`src/rtl/ascon_init_engine_if.sv`:
```
// rtl/ascon_init_engine_if.sv - start/done handshake bundle for the Ascon initialization engine
//
// Purpose: groups the request side (start, in_ready, sel_type, key, nonce)
// and the result side (out_valid, out_ready, x0..x4, busy) of the engine.
//   master : mode controller / consumer (drives start, sel_type, key, nonce, out_ready)
//   slave  : ascon_init_engine (drives in_ready, out_valid, x0..x4, busy)

interface ascon_init_engine_if;
    logic         start;
    logic         in_ready;
    logic [1:0]   sel_type;
    logic [127:0] key;
    logic [127:0] nonce;
    logic         out_valid;
    logic         out_ready;
    logic [63:0]  x0;
    logic [63:0]  x1;
    logic [63:0]  x2;
    logic [63:0]  x3;
    logic [63:0]  x4;
    logic         busy;

    modport master (
        output start,
        output sel_type,
        output key,
        output nonce,
        output out_ready,
        input  in_ready,
        input  out_valid,
        input  x0,
        input  x1,
        input  x2,
        input  x3,
        input  x4,
        input  busy
    );

    modport slave (
        input  start,
        input  sel_type,
        input  key,
        input  nonce,
        input  out_ready,
        output in_ready,
        output out_valid,
        output x0,
        output x1,
        output x2,
        output x3,
        output x4,
        output busy
    );
endinterface

```
`src/rtl/ascon_init_engine.sv`:
```
// rtl/ascon_init_engine.sv - Ascon IV load + p12 initialization engine, UNROLL rounds per clock
//
// Purpose: on an accepted start, loads {IV, key, nonce} (key/nonce zeroed for
// the hash/XOF modes), runs the 12-round Ascon permutation at UNROLL rounds
// per cycle, XORs the key into x3/x4 for AEAD128 and presents x0..x4 until
// the consumer takes them.
// Parameters:
//   UNROLL : rounds per clock (1, 2, 3, 4, 6 or 12)
//   CNT_W  : round counter width, at least 4
// Ports:
//   clk    : clock, rising edge
//   rst_n  : asynchronous reset, active HIGH despite the name
//   bus    : ascon_init_engine_if.slave (start/in_ready request side,
//            out_valid/out_ready result side, x0..x4, busy)

module ascon_init_engine #(
    parameter int UNROLL = 1,
    parameter int CNT_W  = 4
) (
    input  logic               clk,
    input  logic               rst_n,
    ascon_init_engine_if.slave bus
);

    if (!(UNROLL == 1 || UNROLL == 2 || UNROLL == 3 ||
          UNROLL == 4 || UNROLL == 6 || UNROLL == 12)) begin : g_bad_unroll
        $error("ascon_init_engine: UNROLL must be 1, 2, 3, 4, 6 or 12");
    end
    if (CNT_W < 4) begin : g_bad_cnt_w
        $error("ascon_init_engine: CNT_W must be able to hold 12");
    end

    localparam logic [63:0] IV_AEAD128 = 64'h00001000808c0001;
    localparam logic [63:0] IV_HASH256 = 64'h0000080100cc0002;
    localparam logic [63:0] IV_XOF128  = 64'h0000080000cc0003;
    localparam logic [63:0] IV_CXOF128 = 64'h0000080000cc0004;

    localparam logic [CNT_W-1:0] RC_STEP = CNT_W'(UNROLL);
    localparam logic [CNT_W-1:0] RC_LAST = CNT_W'(12);

    typedef enum logic [1:0] {
        ST_IDLE = 2'd0,
        ST_PERM = 2'd1,
        ST_DONE = 2'd2
    } state_t;

    function automatic logic [63:0] ror64(input logic [63:0] v, input int n);
        return (v >> n) | (v << (64 - n));
    endfunction

    // One full Ascon round on the packed state {x0,x1,x2,x3,x4}, x0 in the MSBs.
    function automatic logic [319:0] ascon_round(input logic [319:0] s, input logic [7:0] c);
        logic [63:0] a0, a1, a2, a3, a4;
        logic [63:0] t0, t1, t2, t3, t4;
        a0 = s[319:256];
        a1 = s[255:192];
        a2 = s[191:128] ^ {56'd0, c};
        a3 = s[127:64];
        a4 = s[63:0];
        // Bitsliced 5-bit S-box: every bit column of the five words is one S-box.
        a0 = a0 ^ a4;
        a4 = a4 ^ a3;
        a2 = a2 ^ a1;
        t0 = ~a0 & a1;
        t1 = ~a1 & a2;
        t2 = ~a2 & a3;
        t3 = ~a3 & a4;
        t4 = ~a4 & a0;
        a0 = a0 ^ t1;
        a1 = a1 ^ t2;
        a2 = a2 ^ t3;
        a3 = a3 ^ t4;
        a4 = a4 ^ t0;
        a1 = a1 ^ a0;
        a0 = a0 ^ a4;
        a3 = a3 ^ a2;
        a2 = ~a2;
        // Linear diffusion layer
        a0 = a0 ^ ror64(a0, 19) ^ ror64(a0, 28);
        a1 = a1 ^ ror64(a1, 61) ^ ror64(a1, 39);
        a2 = a2 ^ ror64(a2, 1)  ^ ror64(a2, 6);
        a3 = a3 ^ ror64(a3, 10) ^ ror64(a3, 17);
        a4 = a4 ^ ror64(a4, 7)  ^ ror64(a4, 41);
        return {a0, a1, a2, a3, a4};
    endfunction

    state_t             state_q;
    state_t             state_d;
    logic               in_ready_w;
    logic               busy_w;
    logic               out_valid_w;

    logic [319:0]       s_q;
    logic [127:0]       key_q;
    logic [CNT_W-1:0]   rc_q;
    logic [319:0]       result_q;

    logic               is_aead;
    logic [63:0]        iv_sel;
    logic [127:0]       key_m;
    logic [127:0]       nonce_m;
    logic               accept;
    logic [CNT_W-1:0]   rc_next;
    logic               last_cycle;
    logic [319:0]       perm_out;

    always_comb begin
        iv_sel = IV_AEAD128;
        case (bus.sel_type)
            2'b00:   iv_sel = IV_AEAD128;
            2'b01:   iv_sel = IV_HASH256;
            2'b10:   iv_sel = IV_XOF128;
            default: iv_sel = IV_CXOF128;
        endcase
    end

    // Hash/XOF modes start from an all-zero capacity; zeroing the captured key
    // as well makes the final key XOR a no-op for them without a mode flag.
    assign is_aead = (bus.sel_type == 2'b00);
    assign key_m   = is_aead ? bus.key   : '0;
    assign nonce_m = is_aead ? bus.nonce : '0;

    assign accept     = (state_q == ST_IDLE) && bus.start;
    assign rc_next    = rc_q + RC_STEP;
    assign last_cycle = (rc_next == RC_LAST);

    // Combinational chain of UNROLL rounds; round k uses constant index rc+k.
    for (genvar k = 0; k < UNROLL; k++) begin : g_round
        logic [CNT_W-1:0] idx;
        logic [319:0]     s_in;
        logic [319:0]     s_out;
        assign idx = rc_q + CNT_W'(k);
        if (k == 0) begin : g_first
            assign s_in = s_q;
        end else begin : g_chain
            assign s_in = g_round[k-1].s_out;
        end
        assign s_out = ascon_round(s_in, {4'hf - idx[3:0], idx[3:0]});
    end
    assign perm_out = g_round[UNROLL-1].s_out;

    always_ff @(posedge clk or posedge rst_n) begin
        if (rst_n) begin
            state_q <= ST_IDLE;
        end else begin
            state_q <= state_d;
        end
    end

    always_comb begin
        state_d     = state_q;
        in_ready_w  = 1'b0;
        busy_w      = 1'b0;
        out_valid_w = 1'b0;
        case (state_q)
            ST_IDLE: begin
                in_ready_w = 1'b1;
                if (bus.start) begin
                    state_d = ST_PERM;
                end
            end
            ST_PERM: begin
                busy_w = 1'b1;
                if (last_cycle) begin
                    state_d = ST_DONE;
                end
            end
            ST_DONE: begin
                out_valid_w = 1'b1;
                if (bus.out_ready) begin
                    state_d = ST_IDLE;
                end
            end
            default: begin
                state_d = ST_IDLE;
            end
        endcase
    end

    // result_q is only written on the PERM->DONE cycle, so a run aborted by
    // reset never exposes a partially permuted state.
    always_ff @(posedge clk or posedge rst_n) begin
        if (rst_n) begin
            s_q      <= '0;
            key_q    <= '0;
            rc_q     <= '0;
            result_q <= '0;
        end else if (accept) begin
            s_q   <= {iv_sel, key_m, nonce_m};
            key_q <= key_m;
            rc_q  <= '0;
        end else if (state_q == ST_PERM) begin
            s_q  <= perm_out;
            rc_q <= rc_next;
            if (last_cycle) begin
                result_q <= perm_out ^ {192'd0, key_q};
            end
        end
    end

    assign bus.in_ready  = in_ready_w;
    assign bus.busy      = busy_w;
    assign bus.out_valid = out_valid_w;
    assign bus.x0        = result_q[319:256];
    assign bus.x1        = result_q[255:192];
    assign bus.x2        = result_q[191:128];
    assign bus.x3        = result_q[127:64];
    assign bus.x4        = result_q[63:0];

endmodule

```
`src/flat_wrapper.sv`:
```
// flat-port wrapper written by rule: the top's interface ports become plain ports
module ascon_init_engine_flat 
#(
    parameter int UNROLL = 1,
    parameter int CNT_W  = 4
)
  (clk, rst_n, bus_start, bus_sel_type, bus_key, bus_nonce, bus_out_ready, bus_in_ready, bus_out_valid, bus_x0, bus_x1, bus_x2, bus_x3, bus_x4, bus_busy);
  ascon_init_engine_if bus_i ();
  input  logic clk;
  input  logic rst_n;
  input wire logic [$bits(bus_i.start)-1:0] bus_start;
  input wire logic [$bits(bus_i.sel_type)-1:0] bus_sel_type;
  input wire logic [$bits(bus_i.key)-1:0] bus_key;
  input wire logic [$bits(bus_i.nonce)-1:0] bus_nonce;
  input wire logic [$bits(bus_i.out_ready)-1:0] bus_out_ready;
  output wire logic [$bits(bus_i.in_ready)-1:0] bus_in_ready;
  output wire logic [$bits(bus_i.out_valid)-1:0] bus_out_valid;
  output wire logic [$bits(bus_i.x0)-1:0] bus_x0;
  output wire logic [$bits(bus_i.x1)-1:0] bus_x1;
  output wire logic [$bits(bus_i.x2)-1:0] bus_x2;
  output wire logic [$bits(bus_i.x3)-1:0] bus_x3;
  output wire logic [$bits(bus_i.x4)-1:0] bus_x4;
  output wire logic [$bits(bus_i.busy)-1:0] bus_busy;
  assign bus_i.start = bus_start;
  assign bus_i.sel_type = bus_sel_type;
  assign bus_i.key = bus_key;
  assign bus_i.nonce = bus_nonce;
  assign bus_i.out_ready = bus_out_ready;
  assign bus_in_ready = bus_i.in_ready;
  assign bus_out_valid = bus_i.out_valid;
  assign bus_x0 = bus_i.x0;
  assign bus_x1 = bus_i.x1;
  assign bus_x2 = bus_i.x2;
  assign bus_x3 = bus_i.x3;
  assign bus_x4 = bus_i.x4;
  assign bus_busy = bus_i.busy;
  ascon_init_engine #(.UNROLL(UNROLL), .CNT_W(CNT_W)) u_core (.clk(clk), .rst_n(rst_n), .bus(bus_i));
endmodule
```
`config.mk`:
```
export PLATFORM = sky130hd
export DESIGN_NAME = ascon_init_engine_flat
export DESIGN_NICKNAME = d
export VERILOG_FILES = /design/src/rtl/ascon_init_engine_if.sv /design/src/rtl/ascon_init_engine.sv /design/src/flat_wrapper.sv
export SDC_FILE = /design/constraint.sdc
export NUM_CORES = 2
export LEC_CHECK = 0
export ABC_CLOCK_PERIOD_IN_PS = 20000
export BUFFER_PORTS_ARGS = -buffer_cell sky130_fd_sc_hd__buf_2
export CAP_MARGIN = 15
export CELL_PAD_IN_SITES_DETAIL_PLACEMENT = 0
export CELL_PAD_IN_SITES_GLOBAL_PLACEMENT = 2
export CORE_ASPECT_RATIO = 0.6
export CORE_MARGIN = 4
export CORE_UTILIZATION = 35
export CTS_BUF_LIST = sky130_fd_sc_hd__clkbuf_16
export CTS_CLUSTER_DIAMETER = 150
export DETAILED_ROUTE_END_ITERATION = 8
export PLACE_DENSITY_LB_ADDON = 0.1
export SYNTH_ARGS = -nofsm -noshare
export SYNTH_HDL_FRONTEND = slang
export SYNTH_SLANG_ARGS = --single-unit
```
`constraint.sdc`:
```
create_clock -name clk -period 20 [get_ports clk]
set_input_delay 0 -clock clk [delete_from_list [all_inputs] [get_ports clk]]
set_output_delay 0 -clock clk [all_outputs]
set_load 0.02 [all_outputs]
```
==> flow_summary_export.csv <==
group,metric,value,unit
global_route,grt_pass1_wl,293000,um
route,drcViolationCount,0,
global_route,grt_antenna_before_repair,8,
clock_network,insertion_delay,0.70,ns
synthesis,muxShareOfSynthArea,1.76,%
setup_path,crit_fanout,89,
layout,layout_common_cells,"dfrtp_1 (774), xnor2_1 (644), buf_2 (584)",
synthesis,synth_top_family_by_area,"XOR/XNOR gates",
setup_path,end_kind,"flop",
setup_path,path_cells,"nand2b_4 -> inv_2 -> nor2_4 -> buf_4 -> buf_4 -> a22oi_1 -> o21ai_0",
setup_path,crit_arrival,5.59,ns
timing,setup_viol,0,
synthesis,synthAdderAreaFrac,5.11,%
layout,fin_nets,5515,
synthesis,synthFlopType,"dfrtp_1",
synthesis,yosysUniqueCellTypes,43,
clock_network,ctsRootBufferMaster,"clkbuf_16",
floorplan,fp.dieW,477,um
clock_network,postCtsSetupBuffers,0,
route,initialDrtViolationCount,3779,
timing,min_period_over_period,25.0,%
setup_path,crit_top_cell,"buf_4",
setup_path,critPathSlowestCell,"nor2_4",
synthesis,synth_compound_area_share,12.7,%
clock_network,cts.sinks,774,
synthesis,yosysWarnings,0,
timing,hold_viol_final,0,
route,routed_via_density,5.22,
placed_design,dpl.hpwl,170000,um
layout,stdcell_area,56500,um2
clock_network,cts.reportedPaths.clkPinSlew,0.07,ns
timing,tightestPinTransition,1.44,ns
clock_network,clock_path_buffers,3,
synthesis,synth_edf_count,0,
floorplan,coreArea,130000,um2
placed_design,postPlaceCellArea,51000,um2
route,wl_per_cell,30.9,um
clock_network,cts_buffers,84,
synthesis,ys_async_sr_fraction,100,%
global_route,grt_max_degree,243,
timing,clock_skew,0.0238,ns
timing,fmax,200,MHz
synthesis,syn_inst,4299,
timing,relSlewSlack,3.62,%
layout,layout_commonest_cell,"dfrtp_1",
layout,drive_above_1_share,20.5,%
synthesis,avgSynthCellArea,10.7,um2
floorplan,die-area,138000,um2
synthesis,synth_xor_area_share,29.5,%
layout,synthToLayoutAreaGrowth,22.4,%
floorplan,initial_core_util,35.5,%
layout,final_core_util,43.5,%
setup_path,critPathKind,"reg -> reg",
placed_design,port_buffers,584,
route,drtPass1Iterations,5,
clock_network,cts_tree,"built",
timing,maxSlewViolCount,0,
synthesis,yosysSeqAreaShare,42.0,%
setup_path,worstPathRequired,20.59,ns
global_route,grt_pass1_vias,35300,
timing,fin_ws,15.00,ns
synthesis,synth-seq-cells,774,
synthesis,netlist_area,46200,um2
timing,period_needed,5.00,ns
route,drt-total-wl,213000,um
floorplan,row_count,102,
placed_design,gp_congestion,0.984,
setup_path,slowest_delay,0.96,ns
floorplan,fp.dieH,289,um
run_status,outcome,"finished, final reports clean",
floorplan,pin_count,585,
clock_network,cts-htree-levels,3,
global_route,grt_use_total,30.4,%
setup_path,critPathLaunchType,"flop",
job,cap_violations,0,
synthesis,syn_nets,4696,
global_route,grt-ovfl-total,0,
synthesis,synth-simple-area-share,5.57,%
route,drtAntennaViolNets,0,
route,vias,36000,
timing,rsz0062_at_grt,"no",
hold_path,hp-class,"in -> reg",
placed_design,post-place-ws,15.25,ns
timing,tns,0,ns
logic make-up (layout without fill, tap and decap cells):
logic type	after synthesis	count (layout)
xor gates and xnor gates	1204	1204
AOI/OAI and AO/OA	981	981
DFF	774	774
and+or+nand+nor	672	672
buffers and inverters	394	1276
adders and majority gates	198	198
muxes	76	76
other	0	8
repair_timing:
action                    CTS  global route
hold buffers              275             0
gates resized for setup     0             0
hold endpoints to repair  424             0
per-stage QoR:
stage | hold WS [ns] | std cells
2_1_floorplan | 0.108 | 4299
3_3_place_gp | 0.190 | 6469
3_5_place_dp | 0.183 | 6470
4_1_cts | 0.0389 | 6894
5_1_grt | 0.0955 | 6897
6_report | 0.0696 | 6905
layer usage:
| metal | up-vias | track usage [%] | wire length (um) |
|---|---|---|---|
| li1 | 16100 | - | - |
| met1 | 18300 | 44.4 | 99600 |
| met2 | 1358 | 44.5 | 89700 |
| met3 | 236 | 8.67 | 18900 |
| met4 | 0 | 6.81 | 5110 |
| met5 | - | 0 | 0 |
state kept, by name, indices dropped and copies added (netlist names):
name and count:
u_core.g_round.s_in 320, u_core.key_q 128, u_core.rc_q 4, u_core.result_q 320, u_core.state_q 2
cells in the mapped netlist (all sizes together) (10+ instances only):
| master | count | area, um2 |
|---|---|---|
| a22o | 84 | 736 |
| o21ai | 602 | 3010 |
| nand2 | 535 | 2010 |
| and3 | 11 | 68.8 |
| a22oi | 211 | 1580 |
| xnor2 | 808 | 8360 |
| xor3 | 27 | 673 |
| mux2i | 33 | 330 |
| inv | 196 | 736 |
| a21oi | 51 | 255 |
| nor2 | 119 | 447 |
| maj3 | 63 | 668 |
| xor2 | 274 | 2440 |
| a21o | 10 | 75.1 |
| clkbuf | 133 | 500 |
| dfrtp | 774 | 19400 |
| a221o | 13 | 130 |
| ha | 135 | 1690 |
| buf | 65 | 324 |
| xnor3 | 95 | 2140 |
| mux2 | 43 | 484 |
critical path: cells and delay by family, from the launching register on:
kind | cells | cell delay (ns)
AND/OR/NAND/NOR | 2 | 1.53
flip-flops | 1 | 0.38
buffers and inverters | 3 | 2.30
AO/OA/AOI/OAI | 2 | 0.37
area by class of cell:
class / instances / area [um2]
inverters: 196 / 739
clock buffers: 87 / 2180
clock inverters: 62 / 484
repair buffers: 931 / 6280
diodes: 8 / 20.0
fillers: 12700 / 73400
well taps: 1716 / 2150
flip-flops and latches: 774 / 19400
multi-input cells: 3131 / 25300
worst paths after layout:
path,from,to,slack [ns],cells past startpoint
worst max-delay path,u_core.state_q[1],u_core.g_round[0].s_in[114],15.00,7
worst min-delay path,bus_key[20],u_core.key_q[20],0.07,4
worst max register to register,u_core.state_q[1],u_core.g_round[0].s_in[114],15.00,7
worst min register to register,u_core.result_q[187],u_core.result_q[187],0.47,2
max in group asynchronous,rst_n,u_core.result_q[293],15.47,8
min in group asynchronous,rst_n,u_core.result_q[138],0.61,4
Power is not shown: default switching activity piles up to over one toggle a cycle in this logic, so the estimate is an artifact.
